File: config.mk
export PLATFORM = sky130hd
export DESIGN_NAME = glitch_delay
export DESIGN_NICKNAME = d
export VERILOG_FILES = /design/src/rtl/glitch_delay.sv
export SDC_FILE = /design/constraint.sdc
export NUM_CORES = 1
export LEC_CHECK = 0
export BUFFER_PORTS_ARGS = -buffer_cell sky130_fd_sc_hd__buf_4
export CAP_MARGIN = 10
export CORE_MARGIN = 1
export CORE_UTILIZATION = 50
export DETAILED_ROUTE_END_ITERATION = 10
export PLACE_DENSITY = 0.72
export SETUP_SLACK_MARGIN = 0.15
export SYNTH_ARGS = -nofsm -noshare
export SYNTH_HDL_FRONTEND = slang
export SYNTH_SLANG_ARGS = --single-unit
File: constraint.sdc
create_clock -name clk -period 3.5 [get_ports clk]
set_clock_uncertainty 0.15 [all_clocks]
set_input_delay 0.525 -clock clk [delete_from_list [all_inputs] [get_ports clk]]
set_output_delay 0.525 -clock clk [all_outputs]
set_load 0.03 [all_outputs]
File: src/rtl/glitch_delay.sv
// glitch_delay: armed one-shot that emits a glitch pulse a programmed number of
// cycles after a rising trigger edge, with programmable pulse width and abort.
module glitch_delay #(
   parameter int DELAY_W       = 32,
   parameter int WIDTH_W       = 16,
   parameter int DEFAULT_WIDTH = 4
) (
   input  logic               clk,
   input  logic               rst,
   input  logic [DELAY_W-1:0] delay,
   input  logic               set_delay,
   input  logic [WIDTH_W-1:0] pulse_width,
   input  logic               set_width,
   input  logic               arm,
   input  logic               abort,
   input  logic               trigger,
   output logic               glitch_out,
   output logic               armed,
   output logic               busy,
   output logic               done
);
   typedef enum logic [1:0] {IDLE, ARMED, COUNT, PULSE} state_t;
   state_t             state_q, state_d;
   logic [DELAY_W-1:0] delay_q, delay_d, cnt_q, cnt_d;
   logic [WIDTH_W-1:0] width_q, width_d, pcnt_q, pcnt_d;
   logic               trig_q, glitch_q, glitch_d, done_q, done_d, ev;
   assign ev = trigger & ~trig_q;
   always_comb begin
      state_d  = state_q;
      cnt_d    = cnt_q;
      pcnt_d   = pcnt_q;
      glitch_d = glitch_q;
      done_d   = 1'b0;
      delay_d  = set_delay ? delay : delay_q;
      width_d  = set_width ? pulse_width : width_q;
      if (abort) begin
         state_d  = IDLE;
         glitch_d = 1'b0;
      end else begin
         case (state_q)
            IDLE:  if (arm) state_d = ARMED;
            ARMED: if (!arm) state_d = IDLE;
                   else if (ev) begin
                      state_d = COUNT;
                      cnt_d   = delay_q;
                   end
            COUNT: if (cnt_q != '0) cnt_d = cnt_q - 1'b1;
                   else begin
                      state_d  = PULSE;
                      glitch_d = 1'b1;
                      // zero width behaves as a single-cycle pulse
                      pcnt_d   = (width_q == '0) ? '0 : width_q - 1'b1;
                   end
            PULSE: if (pcnt_q != '0) pcnt_d = pcnt_q - 1'b1;
                   else begin
                      state_d  = IDLE;
                      glitch_d = 1'b0;
                      done_d   = 1'b1;
                   end
            default: state_d = IDLE;
         endcase
      end
   end
   always_ff @(posedge clk or posedge rst) begin
      if (rst) begin
         state_q  <= IDLE;
         delay_q  <= '0;
         width_q  <= WIDTH_W'(DEFAULT_WIDTH);
         cnt_q    <= '0;
         pcnt_q   <= '0;
         trig_q   <= 1'b0;
         glitch_q <= 1'b0;
         done_q   <= 1'b0;
      end else begin
         state_q  <= state_d;
         delay_q  <= delay_d;
         width_q  <= width_d;
         cnt_q    <= cnt_d;
         pcnt_q   <= pcnt_d;
         trig_q   <= trigger;
         glitch_q <= glitch_d;
         done_q   <= done_d;
      end
   end
   assign glitch_out = glitch_q;
   assign done       = done_q;
   assign armed      = (state_q == ARMED);
   assign busy       = (state_q != IDLE);
endmodule

# == Yosys cells after proc, flatten, opt, wreduce, memory -nomap -nowiden ==
# Cells that the tools add are included.
# totals
mem_bits_ro,0
inputBits,55
ram_bits,0
mem_count,0
reg_bits,101
latch_bits,0
elab_cells,60
# op_classes
addsub,3
muxes,22
n_reduce_logical,12
n_mul,0
n_shift,0
bitwise_logic,3
n_eq_ne,12
magnitude_cmp,0
n_div,0
# op_table
op,n
32-bit two-way mux,3
32-bit case mux with 2 select lines,1
16-bit two-way mux,3
16-bit case mux with 2 select lines,1
32-bit nonzero test,1
16-bit by 1-bit subtractor with 16-bit output (second input constant),2
32-bit by 1-bit subtractor with 32-bit output (second input constant),1
16-bit logical NOT,1
16-bit nonzero test,1
2-bit two-way mux,6
3-bit inequality test (second input constant),3
2-bit inequality test (second input constant),4
2-bit case mux with 4 select lines,1
4-bit AND reduction,2
1-bit two-way mux,6
2-bit nonzero test,3
5-bit AND reduction,1
2-bit == test (second input constant),2
4-bit by 3-bit inequality test with 1-bit output (second input constant),1
3-bit AND reduction,1
3-bit nonzero test,1
2-bit by 1-bit == test with 1-bit output (second input constant),1
2-bit logical NOT,1
2-bit by 1-bit inequality test with 1-bit output (second input constant),1
other kinds (3),4

# == Depth between registers and ports, before layout ==
# depth
depth_word,6
ltp_mapped,10
ltp_nobuf,8

# == Worst setup path before layout ==
# Ideal clock, no wire load.
# synth_path
path_kind,reg-to-reg
from,register cnt_q[0]
to,register cnt_q[10]
arrival_time_ps,2623
stages_incl_launch_ff,11
required_ps,3224
period_less_slack_ps,2899
setup_ps,126
setup_slack_ps,601
cell_sequence,dfrtp_1 inv_1 ha_1 or4b_1 clkbuf_1 nor4_4 nand3_4 o31ai_4 buf_6 nor2_1 a2bb2oi_1
# synth_via
elab_chain_cells,3
word_cells_on_any_way,6
cone_classes,add/sub: 1; eq/ne: 1; mux: 2; reduce/logical: 2
# synth_lines
element,line_no,rtl
"start, declared",24,"logic [DELAY_W-1:0] delay_q, delay_d, cnt_q, cnt_d;"
"start signal, assigned",78,cnt_q <= cnt_d;
32-bit by 1-bit subtractor with 32-bit output / 32-bit nonzero test (equally long branches),47,COUNT: if (cnt_q != '0) cnt_d = cnt_q - 1'b1;
32-bit two-way mux / 2-bit inequality test (equally long branches),--,
32-bit case mux with 2 select lines / 5-bit AND reduction (equally long branches),--,
# Parallel ways exist; a longest one is shown, timed or not. The select of a mux whose other input is x is not followed.
# A chain may end at the register's enable or synchronous reset.

# == Worst setup path after layout ==
# layout_path
from,register cnt_q[0]
to,register cnt_q[19]
# The elaborated chain is that of the path after synthesis.

==> impl_results.md <==
- Run status: finished, final reports clean
- Die span in x: between 100 and 150 um
- Count leader, synth: dfrtp_1
- Ys flop type: dfrtp_1
- RSZ-0062 raised after global routing: false
- Worst Setup Start Kind: flip-flop
- Slew headroom: between 40% and 50%
- CP Buf/Inv Count: 1
- Register area share after synthesis: 46.2%
- FF+latch count, synth: about 100
- Final Hold Fails: 0
- Crit path to: cnt_q[19]
- Min cycle time layout: 3080 ps
- Initial DRC Count: around 340
- CTS root buf: clkbuf_8
- Global placement routability congestion: approximately 0.83
- Via count: 4596
- Avg Inst Size Synth: about 9.6 um2
- Post-synth top area cell: dfrtp_1
- PortBufs: just under 60
- Critical Path Start: cnt_q[0]
- Worst setup path class: flip-flop to flip-flop
- Hold path start: trigger
- Total grt overflow: 0
- Power density cells: between 400 and 500 nW/um2
- IO Pins: 59
- Number of flops mapped to enable cells by yosys: 0
- CTS Buffer Depth: 2
- Row cnt: 37
- Worst-Margin Slew: 795 ps
- Post-Syn Area: about 5500 um2
- Worst path required time: 3630 ps
- Critical Path AT: around 3200 ps
- Crit path depth: 8
- # DRC: 0
- H-tree lvl count: 3
- # clock sinks: slightly above 100
- Max-cap violation count: 0
- R2R cell count: 8
- Skew-Pair Late Insertion Delay: 390 ps
- Commonest cells post-synth: dfrtp_1, nor2_1, o21ai_0
- Router iterations before antenna repair: 5
- Global-route wire length before repair: 21600 um
- Reg2reg end: cnt_q[19]
- Die Ht: roughly 110 um
- CP Capture Type: flip-flop
- HP Class: primary input to flip-flop
- Top-area cell type share of the netlist area: a little under half
- Hold_ws: 114 ps
- Crit-path max FO: 24
- Finish-stage setup viols: 0
- Dpl ws: between 300 and 400 ps
- TritonCTS clock tree: done
- VDD IR-drop max: ~0.38 mV
- P_leak: 0.00259 uW
- Antenna Nets Post-Route: 0
- Share of cells above drive strength 1: roughly a quarter
- Post-Synthesis Cells: roughly 570
- Slowest-stage cell, CP: or4b_1
- WL/cell: 16.5 um
- Syn_nets: ~630
- Critical R2R Launch: cnt_q[0]
- HPWL Detailed: 8730 um
- Vias in the first global route: 4415
- Largest net degree at the start of global routing: between 50 and 60
- Distinct cells, synth: 60
- CTS Buf Count: 9
- Initial Utilization: 52.3%
- Cells along the critical path: inv_1 -> ha_1 -> or4b_1 -> nor4_4 -> nand3_4 -> o31a_2 -> o21a_1 -> o22a_1
- P&R area growth vs syn: 14.3%
- Final worst-path cycle share: between 80 and 90%
- Ys Warns: 0
- FMAX: 325 MHz
- Post-CTS setup buffer count: 0
- Vias/cell: 6.08
- Area of the die: about 11000 um2
- Min setup slack post-route: ~420 ps
- Share of flip-flops with an asynchronous set or reset: between 90% and 100%
- Fin Setup TNS: 0 ps
- Flop2flop setup slack: roughly 420 ps
- Slew Limit Fails: 0
- Final Util: 59.8%
- Core area: approximately 10000 um2
- Total length of routed wires: 12500 um
- Number of diodes: 0
- GR Util All Layers: between 20% and 30%
- Fin nets: between 600 and 700
- Clk pin slew, worst setup/hold paths: 100 ps
- Max incr delay on CP: approximately 630 ps
- Cell family with most CP delay: simple AND/OR/NAND/NOR gates
- Area contributors post-synth: dfrtp_1, mux2_2, o21ai_0
- Initial antenna violation count: 0
[through the flow]
stage               power [uW]  instance area, um2  instances
global route              3260                6260        756
global placement          2240                6040        740
detailed placement        2280                6040        740
finish                    3070                6260        756
floorplan                 2040                5480        568
CTS                       3090                6260        756
[power breakdown]
group	leakage, uW	internal [uW]	total [uW]	switching (uW)
sequential	0.00122	1390	1640	251
clock	0.000105	392	807	416
combinational	0.00127	312	628	316
[placed cells by master, fill, tap and decap left out, types with 12 or more instances in the layout]
cell type and instances:
buf_4 70, nor4_1 18, dfrtp_1 100, a21oi_1 47, clkbuf_8 12, o21ai_0 50, nand2_1 29, mux2_2 46
nor3_1 20, nor2_1 60
[timing repair]
action | 4_1_cts | 5_1_grt
setup endpoints to repair | 0 | 5
hold buffers | 0 | 0
resized for setup | 0 | 1
[cell families after synthesis]
family	count (synthesis)	share of synthesized area, %
simple gates	182	17.1
compound gates	178	20.6
flops	101	46.2
mux	47	9.64
buf+inv	43	3.43
xor+xnor	12	1.92
fa+ha+maj	5	1.14
[layout make-up]
| class | instances | area, um2 |
|---|---|---|
| tap | 136 | 170 |
| timing repair buffer | 71 | 546 |
| inverter | 8 | 32.5 |
| clock buffer | 12 | 165 |
| sequential | 101 | 2530 |
| fill | 919 | 4200 |
| clock inverter | 4 | 53.8 |
| multi-input combinational | 424 | 2760 |
[layer usage]
layer | track usage (%) | vias to the layer above | part of all wire [%]
met1 | 34.5 | 2243 | 48
met2 | 35.3 | 137 | 44
met4 | 6.65 | 0 | 1.2
met3 | 6.93 | 18 | 5.9
li1 | - | 2198 | -
met5 | 0 | - | 0
[how the worst min path moves through the flow]
stage	end	slack, ps	cells after the start
final	trig_q	110	1
after global routing	trig_q	90	1
after CTS	trig_q	100	1
after detailed placement	cnt_q[13]	330	1
after global placement	cnt_q[13]	330	1
after floorplan	cnt_q[13]	300	1
[flip-flops by register name (all words and copies together), names as in the netlist]
register,cells
width_q,16
trig_q,1
glitch_out,1
state_q,2
delay_q,32
cnt_q,32
pcnt_q,16
done,1
No activity file was read; power rests on OpenSTA's default activity.
